$ cat src/rtl/ad9911_spi_writer_if.sv
//-----------------------------------------------------------------------------
// ad9911_spi_writer_if
//
// Register-write request bus between a controller and ad9911_spi_writer.
//
//   WR_REQ     request strobe (controller -> writer)
//   WR_ADDR    5-bit AD9911 register address
//   WR_DATA    32-bit register data, right-aligned
//   WR_UPDATE  pulse IO_UPDATE after the frame
//   WR_BUSY    writer is not idle (writer -> controller)
//   WR_DONE    one-cycle completion pulse
//   WR_ERR     one-cycle, with WR_DONE, when the address was rejected
//
// Modports: master = controller side, slave = writer side.
//-----------------------------------------------------------------------------
`timescale 1ns/1ps

interface ad9911_spi_writer_if;
    logic        WR_REQ;
    logic [4:0]  WR_ADDR;
    logic [31:0] WR_DATA;
    logic        WR_UPDATE;
    logic        WR_BUSY;
    logic        WR_DONE;
    logic        WR_ERR;

    modport master (
        output WR_REQ, WR_ADDR, WR_DATA, WR_UPDATE,
        input  WR_BUSY, WR_DONE, WR_ERR
    );

    modport slave (
        input  WR_REQ, WR_ADDR, WR_DATA, WR_UPDATE,
        output WR_BUSY, WR_DONE, WR_ERR
    );
endinterface

$ cat src/rtl/ad9911_spi_writer.sv
//-----------------------------------------------------------------------------
// ad9911_spi_writer
//
// Serial register writer for one AD9911 DDS. A parallel write request is
// turned into the 3-wire frame {instruction byte, N data bytes} on
// SCLK/SDIO0 (MSB first, chip samples on SCLK rise), optionally followed by
// an IO_UPDATE pulse. Invalid register addresses are rejected without any
// pin activity.
//
// Optional feature macro: AD9911_INIT_RESET_EN
//   defined   : every reset runs the power-up sequence (MRSET high for
//               MRSET_CYCLES, then low for MRSET_CYCLES) before IDLE.
//   undefined : reset goes straight to IDLE, MRSET is held low.
//
// Parameters:
//   CLK_DIV       SCLK half-period in clock cycles (>= 1)
//   UPDATE_WIDTH  IO_UPDATE pulse width in clock cycles (>= 1)
//   MRSET_CYCLES  MRSET high time and post-reset wait time (>= 1)
//
// Ports:
//   CLOCK_40M      system clock, rising edge
//   RESET          synchronous, active-high reset
//   wr             request bus (slave side), see ad9911_spi_writer_if
//   AD9911_SCLK    serial clock, idles low
//   AD9911_SDIO0   serial data
//   AD9911_UPDATE  IO_UPDATE
//   AD9911_MRSET   master reset
//-----------------------------------------------------------------------------
`timescale 1ns/1ps

module ad9911_spi_writer #(
    parameter int CLK_DIV      = 4,
    parameter int UPDATE_WIDTH = 8,
    parameter int MRSET_CYCLES = 400
) (
    input  logic                      CLOCK_40M,
    input  logic                      RESET,
    ad9911_spi_writer_if.slave        wr,
    output logic                      AD9911_SCLK,
    output logic                      AD9911_SDIO0,
    output logic                      AD9911_UPDATE,
    output logic                      AD9911_MRSET
);

    if (CLK_DIV < 1 || UPDATE_WIDTH < 1 || MRSET_CYCLES < 1) begin : g_bad_param
        $error("ad9911_spi_writer: CLK_DIV, UPDATE_WIDTH and MRSET_CYCLES must be >= 1");
    end

    localparam logic [2:0] ST_IDLE   = 3'd2;
    localparam logic [2:0] ST_SHIFT  = 3'd3;
    localparam logic [2:0] ST_UPDATE = 3'd4;
    localparam logic [2:0] ST_DONE   = 3'd5;
`ifdef AD9911_INIT_RESET_EN
    localparam logic [2:0] ST_INIT_RST  = 3'd0;
    localparam logic [2:0] ST_INIT_WAIT = 3'd1;
    localparam logic [2:0] ST_RESET     = ST_INIT_RST;
`else
    localparam logic [2:0] ST_RESET     = ST_IDLE;
`endif

    // Phase counter spans one full SCLK period (low half then high half).
    localparam int              PH_W    = $clog2(2 * CLK_DIV);
    localparam logic [PH_W-1:0] PH_RISE = PH_W'(CLK_DIV - 1);
    localparam logic [PH_W-1:0] PH_END  = PH_W'(2 * CLK_DIV - 1);

    localparam int               UPD_W   = $clog2(UPDATE_WIDTH + 1);
    localparam logic [UPD_W-1:0] UPD_END = UPD_W'(UPDATE_WIDTH - 1);

    // Number of data bytes for a register; 0 marks an invalid address.
    function automatic logic [2:0] byte_count(input logic [4:0] addr);
        logic [2:0] n;
        case (addr)
            5'h00:                      n = 3'd1;
            5'h01, 5'h03, 5'h06:        n = 3'd3;
            5'h02, 5'h05, 5'h07:        n = 3'd2;
            5'h19, 5'h1A, 5'h1B, 5'h1C,
            5'h1D, 5'h1E, 5'h1F:        n = 3'd0;
            default:                    n = 3'd4;
        endcase
        return n;
    endfunction

    // Frame left-aligned in 40 bits: instruction byte then the low N data
    // bytes moved up so the first data bit sits right below the address.
    function automatic logic [39:0] build_frame(input logic [4:0]  addr,
                                                input logic [31:0] data,
                                                input logic [2:0]  n);
        logic [31:0] aligned;
        aligned = data << (6'd32 - {n, 3'b000});
        return {1'b0, 2'b00, addr, aligned};
    endfunction

    logic [2:0]       state;
    logic [39:0]      sr;
    logic [5:0]       bit_cnt;
    logic [PH_W-1:0]  ph_cnt;
    logic [UPD_W-1:0] upd_cnt;
    logic             upd_lat;
    logic             sclk_q;
    logic             sdio_q;
    logic             update_q;
    logic             done_q;
    logic             err_q;

    logic [2:0]       req_n;
    logic [39:0]      req_frame;
    logic [5:0]       req_last_bit;

    assign req_n        = byte_count(wr.WR_ADDR);
    assign req_frame    = build_frame(wr.WR_ADDR, wr.WR_DATA, req_n);
    // Index of the last bit of an 8+8N bit frame, counted down to zero.
    assign req_last_bit = {req_n, 3'b000} + 6'd7;

`ifdef AD9911_INIT_RESET_EN
    localparam int              MR_W        = $clog2(MRSET_CYCLES + 1);
    localparam logic [MR_W-1:0] MR_END      = MR_W'(MRSET_CYCLES);
    localparam logic [MR_W-1:0] MR_WAIT_END = MR_W'(MRSET_CYCLES - 1);

    logic            mrset_q;
    logic [MR_W-1:0] init_cnt;
`endif

    always_ff @(posedge CLOCK_40M) begin
        if (RESET) begin
            state    <= ST_RESET;
            sclk_q   <= 1'b0;
            sdio_q   <= 1'b0;
            update_q <= 1'b0;
            done_q   <= 1'b0;
            err_q    <= 1'b0;
`ifdef AD9911_INIT_RESET_EN
            mrset_q  <= 1'b0;
            init_cnt <= '0;
`endif
        end else begin
            case (state)
`ifdef AD9911_INIT_RESET_EN
                // The first INIT_RST cycle after reset still shows MRSET low,
                // so MRSET is high for exactly MRSET_CYCLES cycles after it.
                ST_INIT_RST: begin
                    if (init_cnt == MR_END) begin
                        mrset_q  <= 1'b0;
                        init_cnt <= '0;
                        state    <= ST_INIT_WAIT;
                    end else begin
                        mrset_q  <= 1'b1;
                        init_cnt <= init_cnt + 1'b1;
                    end
                end

                ST_INIT_WAIT: begin
                    if (init_cnt == MR_WAIT_END) begin
                        init_cnt <= '0;
                        state    <= ST_IDLE;
                    end else begin
                        init_cnt <= init_cnt + 1'b1;
                    end
                end
`endif

                ST_IDLE: begin
                    if (wr.WR_REQ) begin
                        if (req_n == 3'd0) begin
                            state  <= ST_DONE;
                            done_q <= 1'b1;
                            err_q  <= 1'b1;
                        end else begin
                            state   <= ST_SHIFT;
                            sr      <= req_frame;
                            sdio_q  <= req_frame[39];
                            sclk_q  <= 1'b0;
                            ph_cnt  <= '0;
                            bit_cnt <= req_last_bit;
                            upd_lat <= wr.WR_UPDATE;
                        end
                    end
                end

                // Each bit: CLK_DIV cycles low (data set on entry), then
                // CLK_DIV cycles high; next bit's data changes as SCLK falls.
                ST_SHIFT: begin
                    if (ph_cnt == PH_RISE) begin
                        sclk_q <= 1'b1;
                    end
                    if (ph_cnt == PH_END) begin
                        sclk_q <= 1'b0;
                        ph_cnt <= '0;
                        if (bit_cnt == 6'd0) begin
                            sdio_q <= 1'b0;
                            if (upd_lat) begin
                                state    <= ST_UPDATE;
                                update_q <= 1'b1;
                                upd_cnt  <= '0;
                            end else begin
                                state  <= ST_DONE;
                                done_q <= 1'b1;
                            end
                        end else begin
                            bit_cnt <= bit_cnt - 1'b1;
                            sr      <= sr << 1;
                            sdio_q  <= sr[38];
                        end
                    end else begin
                        ph_cnt <= ph_cnt + 1'b1;
                    end
                end

                ST_UPDATE: begin
                    if (upd_cnt == UPD_END) begin
                        update_q <= 1'b0;
                        state    <= ST_DONE;
                        done_q   <= 1'b1;
                    end else begin
                        upd_cnt <= upd_cnt + 1'b1;
                    end
                end

                ST_DONE: begin
                    done_q <= 1'b0;
                    err_q  <= 1'b0;
                    state  <= ST_IDLE;
                end

                default: begin
                    state <= ST_RESET;
                end
            endcase
        end
    end

    assign wr.WR_BUSY  = (state != ST_IDLE);
    assign wr.WR_DONE  = done_q;
    assign wr.WR_ERR   = err_q;

    assign AD9911_SCLK   = sclk_q;
    assign AD9911_SDIO0  = sdio_q;
    assign AD9911_UPDATE = update_q;
`ifdef AD9911_INIT_RESET_EN
    assign AD9911_MRSET  = mrset_q;
`else
    assign AD9911_MRSET  = 1'b0;
`endif

endmodule

$ cat src/flat_wrapper.sv
// flat-port wrapper written by rule: the top's interface ports become plain ports
module ad9911_spi_writer_flat 
#(
    parameter int CLK_DIV      = 4,
    parameter int UPDATE_WIDTH = 8,
    parameter int MRSET_CYCLES = 400
)
  (CLOCK_40M, RESET, AD9911_SCLK, AD9911_SDIO0, AD9911_UPDATE, AD9911_MRSET, wr_WR_REQ, wr_WR_ADDR, wr_WR_DATA, wr_WR_UPDATE, wr_WR_BUSY, wr_WR_DONE, wr_WR_ERR);
  ad9911_spi_writer_if wr_i ();
  input  logic CLOCK_40M;
  input  logic RESET;
  output logic AD9911_SCLK;
  output logic AD9911_SDIO0;
  output logic AD9911_UPDATE;
  output logic AD9911_MRSET;
  input wire logic [$bits(wr_i.WR_REQ)-1:0] wr_WR_REQ;
  input wire logic [$bits(wr_i.WR_ADDR)-1:0] wr_WR_ADDR;
  input wire logic [$bits(wr_i.WR_DATA)-1:0] wr_WR_DATA;
  input wire logic [$bits(wr_i.WR_UPDATE)-1:0] wr_WR_UPDATE;
  output wire logic [$bits(wr_i.WR_BUSY)-1:0] wr_WR_BUSY;
  output wire logic [$bits(wr_i.WR_DONE)-1:0] wr_WR_DONE;
  output wire logic [$bits(wr_i.WR_ERR)-1:0] wr_WR_ERR;
  assign wr_i.WR_REQ = wr_WR_REQ;
  assign wr_i.WR_ADDR = wr_WR_ADDR;
  assign wr_i.WR_DATA = wr_WR_DATA;
  assign wr_i.WR_UPDATE = wr_WR_UPDATE;
  assign wr_WR_BUSY = wr_i.WR_BUSY;
  assign wr_WR_DONE = wr_i.WR_DONE;
  assign wr_WR_ERR = wr_i.WR_ERR;
  ad9911_spi_writer #(.CLK_DIV(CLK_DIV), .UPDATE_WIDTH(UPDATE_WIDTH), .MRSET_CYCLES(MRSET_CYCLES)) u_core (.CLOCK_40M(CLOCK_40M), .RESET(RESET), .wr(wr_i), .AD9911_SCLK(AD9911_SCLK), .AD9911_SDIO0(AD9911_SDIO0), .AD9911_UPDATE(AD9911_UPDATE), .AD9911_MRSET(AD9911_MRSET));
endmodule
$ cat config.mk
export PLATFORM = sky130hd
export DESIGN_NAME = ad9911_spi_writer_flat
export DESIGN_NICKNAME = d
export VERILOG_FILES = /design/src/rtl/ad9911_spi_writer_if.sv /design/src/rtl/ad9911_spi_writer.sv /design/src/flat_wrapper.sv
export SDC_FILE = /design/constraint.sdc
export NUM_CORES = 1
export LEC_CHECK = 0
export CAP_MARGIN = 25
export CORE_MARGIN = 2
export CORE_UTILIZATION = 58
export DETAILED_ROUTE_END_ITERATION = 16
export PLACE_DENSITY_LB_ADDON = 0.12
export SYNTH_ARGS = -nofsm -noshare
export SYNTH_HDL_FRONTEND = slang
export SYNTH_SLANG_ARGS = --single-unit
export TNS_END_PERCENT = 5
$ cat constraint.sdc
create_clock -name CLOCK_40M -period 15.4 [get_ports CLOCK_40M]
set_input_delay 4.62 -clock CLOCK_40M [delete_from_list [all_inputs] [get_ports CLOCK_40M]]
set_output_delay 4.62 -clock CLOCK_40M [all_outputs]
set_load 0.01 [all_outputs]
Word level (Yosys, flattened, before mapping)

Memories as Yosys holds them, arrays and structs flattened.
Cells that the tools add are included.

ROM bits: 96
Memories: 1
Register bits: 61
Logic and storage cells: 102

$add $sub $neg: 5
Muxes and demuxes: 47
Reductions and logical operators: 16
Bitwise gates (word level): 2
Shift operators: 1
Eq/ne operators: 19

Memory list:

| memory           | depth | width | read ports | clocked after Yosys merged registers in | write ports | line                    | text |
|---|---|---|---|---|---|---|---|
| (name not given) | 32    | 3     | 1          | 0                                       | 0           | ad9911_spi_writer.sv:72 | `case (addr)` |

Operators by type and width:

| operator            | number |
|---|---|
| $mux 39             | 4 |
| $pmux 39 s2         | 1 |
| $shl 32x6->32       | 1 |
| $mux 3              | 8 |
| $mux 6              | 4 |
| $reduce_and 4->1    | 5 |
| $mux 1              | 17 |
| $mux 4              | 4 |
| $pmux 6 s2          | 1 |
| $reduce_and 6->1    | 2 |
| $ne 2x1->1 const B  | 5 |
| $ne 2x2->1 const B  | 5 |
| $eq 3x2->1 const B  | 3 |
| $eq 3x3->1 const B  | 3 |
| $pmux 3 s3          | 1 |
| $pmux 1 s2          | 4 |
| $pmux 4 s2          | 1 |
| $reduce_and 7->1    | 1 |
| $add 6x3->6 const B | 1 |
| $logic_not 6->1     | 1 |
| $pmux 3 s2          | 1 |
| $reduce_bool 2->1   | 3 |
| $sub 6x1->6 const B | 1 |
| $sub 6x6->6 const A | 1 |
| 11 further kinds    | 12 |

Longest topological paths before layout

An unclocked memory read counts as a cell.

Depth in word-level cells: 6
Mapped depth: 11
Mapped depth without buffers: 10

Worst setup path before layout

No wires, ideal clock.

Kind: input to register
From: input port wr_WR_ADDR[1]
To: register u_core.bit_cnt[0] (enable)
Data required time: 14883 ps
Buffers on the path: 1
Slack: 5178 ps
Stages: 10
Arrival time: 9705 ps
Path through: nor2b_1 xnor2_1 nand2_2 buf_2 ha_1 ha_1 nand2b_1 a21oi_1 nor2b_1 a21boi_0

Cells in the longest elaborated chain, start to end: 4

Ends and longest elaborated chain:

| element                    | line                     | text |
|---|---|---|
| from (decl)                | flat_wrapper.sv:17       | `input wire logic [$bits(wr_i.WR_ADDR)-1:0] wr_WR_ADDR;` |
| $mem_v2 32x3               | --                       |  |
| $logic_not 3->1            | ad9911_spi_writer.sv:163 | `if (req_n == 3'd0) begin` |
| $ne 2x2->1 (no line)       | --                       |  |
| $reduce_and 6->1 (no line) | --                       |  |
| to (signal assigned)       | ad9911_spi_writer.sv:173 | `bit_cnt <= req_last_bit;` |
| to (signal assigned)       | ad9911_spi_writer.sv:199 | `bit_cnt <= bit_cnt - 1'b1;` |
| to (decl)                  | ad9911_spi_writer.sv:95  | `logic [5:0] bit_cnt;` |

No other way between the ends.
A chain may end at the register's enable or synchronous reset.

Final worst setup path

From: input port wr_WR_ADDR[1]
To: register u_core.sr[19] (enable)

Cells in the longest elaborated chain, start to end: 4

Ends and longest elaborated chain:

| element                    | line                     | text |
|---|---|---|
| $mem_v2 32x3               | --                       |  |
| $logic_not 3->1            | ad9911_spi_writer.sv:163 |  |
| $ne 2x2->1 (no line)       | --                       |  |
| $reduce_and 6->1 (no line) | --                       |  |
| to (signal assigned)       | ad9911_spi_writer.sv:169 | `sr <= req_frame;` |
| to (signal assigned)       | ad9911_spi_writer.sv:200 | `sr <= sr << 1;` |
| to (decl)                  | ad9911_spi_writer.sv:94  | `logic [39:0] sr;` |

No other way between the ends.

==> flow_metrics.py <==
metrics = {
    "placement": {
        "place_ws_ns": 6.74,
        "placed_area_sq_um": 3620,
        "gp_congestion": 0.844,
        "numPortBuffers": 46,
        "hpwlAfterDp_mm": 4.37,
    },
    "global_route": {
        "antenna_found_initial": 0,
        "grt_use_total_pct": 24.0,
        "grt_max_degree": 47,
        "overflow": 0,
        "grt_pass1_vias": 2199,
        "grt_pass1_wl_mm": 11.0,
    },
    "layout": {
        "nFillCells": 409,
        "seq_area_sq_um": 1750,
        "final_area_sq_um": 3800,
        "nets": 368,
        "drive_gt1_share_pct": 6.46,
        "multiInputGateArea_sq_um": 1280,
        "flow.area_growth_from_synthesis_pct": 21.5,
        "fin_util_pct": 73.9,
        "n_antenna_cell": 0,
    },
    "yosys": {
        "ys_types": 40,
        "synth_fp_nets": 325,
        "yosysTopAreaCell": "edfxtp_1",
        "synth-xor-area-share_pct": 1.96,
        "yosysWarnings": 0,
        "async_flop_share_pct": 0,
        "synthTopCellsByArea": "edfxtp_1 51%, mux2i_1 7.7%, nand2_1 5.6%",
        "synth_top_family_by_area": "compound AO/OA/AOI/OAI gates",
        "synthAdderAreaFrac_pct": 2.80,
        "synth_edf_count": 53,
        "yosysSeqAreaShare_pct": 56.0,
        "ys.flop_type": "edfxtp_1",
        "syn_inst": 277,
        "synthDominantCellAreaShare_pct": 50.9,
        "syn_avg_cell_area_sq_um": 11.3,
        "synthSimpleGateAreaFrac_pct": 13.5,
        "muxShareOfSynthArea_pct": 7.69,
        "yosys_register_bits": 61,
        "syn_area_sq_um": 3130,
        "synth_compound_area_share_pct": 14.4,
    },
    "detailed_routing": {
        "dr.pass1.iters": 4,
        "wl_per_cell_microns": 16.6,
        "vias": 2261,
        "vias_per_cell": 5.72,
        "postRouteAntennaNets": 0,
        "drtIter0Drc": 208,
        "drc": 0,
        "wirelength_mm": 6.54,
    },
    "timing": {
        "fmax_mhz": 120,
        "drv_slew": 0,
        "fin_skew_ns": 0.00667,
        "final-setup-viol-count": 0,
        "max-slew-margin-rel_pct": 39.8,
        "hold_viol_final": 0,
        "period_needed_ns": 8.33,
        "min_period_over_period_pct": 54.1,
        "setup_ws_ns": 7.07,
        "rsz0062_at_grt": "false",
        "worst_pin_slew_ns": 0.900,
        "fin_hold_ws_ns": 0.470,
        "tns_ns": 0,
    },
    "clocking": {
        "clock-sinks": 61,
        "clk_pin_slew_ns": 0.06,
        "cts_resized": 0,
        "cts_hold_buf": 0,
        "h-tree-depth": 3,
        "cts_setup_buffers": 0,
        "cts_buffers": 9,
        "clock_latency_ns": 0.34,
        "cts_root_buf": "clkbuf_8",
        "cts_tree": "built",
        "clk_path_buf_depth": 2,
    },
    "die": {
        "die_y_microns": 77.4,
        "dieWidth_microns": 77.4,
        "dieArea_sq_um": 5990,
        "core_sq_um": 5140,
        "pin_count": 48,
        "core.rowCount": 26,
        "start_util_pct": 60.8,
    },
    "worst_hold_path": {
        "hold_path.class": "reg -> reg",
    },
    "flow_run": {
        "cap_violations": 0,
    },
    "worst_setup_path": {
        "arrival_ns": 8.29,
        "cp-start-kind": "input port",
        "crit_fanout": 45,
        "worstPathRequired_ns": 15.37,
        "cp-end-kind": "flop",
        "crit_type": "in -> reg",
    },
    "power_and_ir_drop": {
        "power_density_nw_per_um2": 118,
        "p_leak_nw": 1.46,
        "ir_drop_mv": 0.0775,
    },
    "status": {
        "status": "completed",
    },
}
[cells in the final DEF (no fill, tap or decap), types with 8 or more instances in the layout]
master / instances
clkdlybuf4s50_1: 46
nand2_1: 47
edfxtp_1: 53
dfxtp_1: 8
o221ai_1: 8
a32oi_1: 8
a21oi_1: 8
o21ai_0: 24
nor2_1: 8
clkbuf_8: 9
mux2i_1: 24
[metrics by stage]
stage | cells | total power (W)
global placement | 379 | 0.000317
global route | 395 | 0.000473
CTS | 395 | 0.000452
floorplan | 277 | 0.000287
detailed placement | 379 | 0.000319
finish | 395 | 0.000449
[cell families (layout without fill, tap and decap cells)]
logic type / after synthesis / count (layout)
AO/OA/AOI/OAI: 66 / 66
multiplexers: 24 / 24
other: 1 / 1
buffers and inverters: 22 / 70
flip-flops: 61 / 61
XOR/XNOR: 7 / 7
AND/OR/NAND/NOR: 89 / 89
adder cells (fa/ha/maj): 7 / 7
[final cells by class]
| type | instances | area share, % |
|---|---|---|
| flip-flops and latches | 61 | 46.1 |
| multi-input cells | 194 | 33.7 |
| repair buffers | 48 | 12.5 |
| clock buffers | 10 | 3.36 |
| well taps | 70 | 2.31 |
| clock inverters | 6 | 1.42 |
| inverters | 6 | 0.593 |
[report_power, final]
group	leakage [nW]	switching (W)	total [W]	internal [W]
Sequential	0.561	0.00000878	0.000219	0.000210
Clock	0.0888	0.0000610	0.000134	0.0000728
Combinational	0.815	0.0000568	0.0000963	0.0000395
Total	1.46	0.000127	0.000449	0.000323
[registers in the layout (all words and copies together), names as in the netlist, 3 cells and up]
signal,cells
u_core.upd_cnt,4
u_core.sr,39
u_core.bit_cnt,6
u_core.ph_cnt,3
u_core.state,3
[final timing paths]
check | start | endpoint | slack [ns] | depth (start not counted)
worst max-delay path | wr_WR_ADDR[1] | u_core.sr[19] | 7.07 | 11
worst max register to register | u_core.state[1] | u_core.sr[3] | 12.87 | 5
worst min register to register | u_core.AD9911_SDIO0 | u_core.AD9911_SDIO0 | 0.47 | 2
worst min-delay path | u_core.AD9911_SDIO0 | u_core.AD9911_SDIO0 | 0.47 | 2
[cells in the mapped netlist, types with 7 or more instances]
library cell,instances
o221ai_1,8
mux2i_1,24
nand2_1,47
a32oi_1,8
dfxtp_1,8
a21oi_1,8
nor2_1,9
nor3_1,7
ha_1,7
edfxtp_1,53
o21ai_0,24
a22o_1,7
[critical path, cell delays in order]
cell and delay (ns):
clkdlybuf4s50_1 0.53, nor2b_1 0.18, xnor2_1 0.20, nand2_2 0.57, ha_1 0.46, ha_1 0.23, nand2b_1 0.15, a21oi_1 0.23
nor2b_1 0.36, a21boi_4 0.23, buf_4 0.50
[layer usage]
metal	wire length (microns)	global-route usage, %
met4	104	10.7
met1	2890	32.4
met3	290	4.19
met2	3250	38.4
met5	0	0
Note: power is estimated with default switching activity, not from simulation.
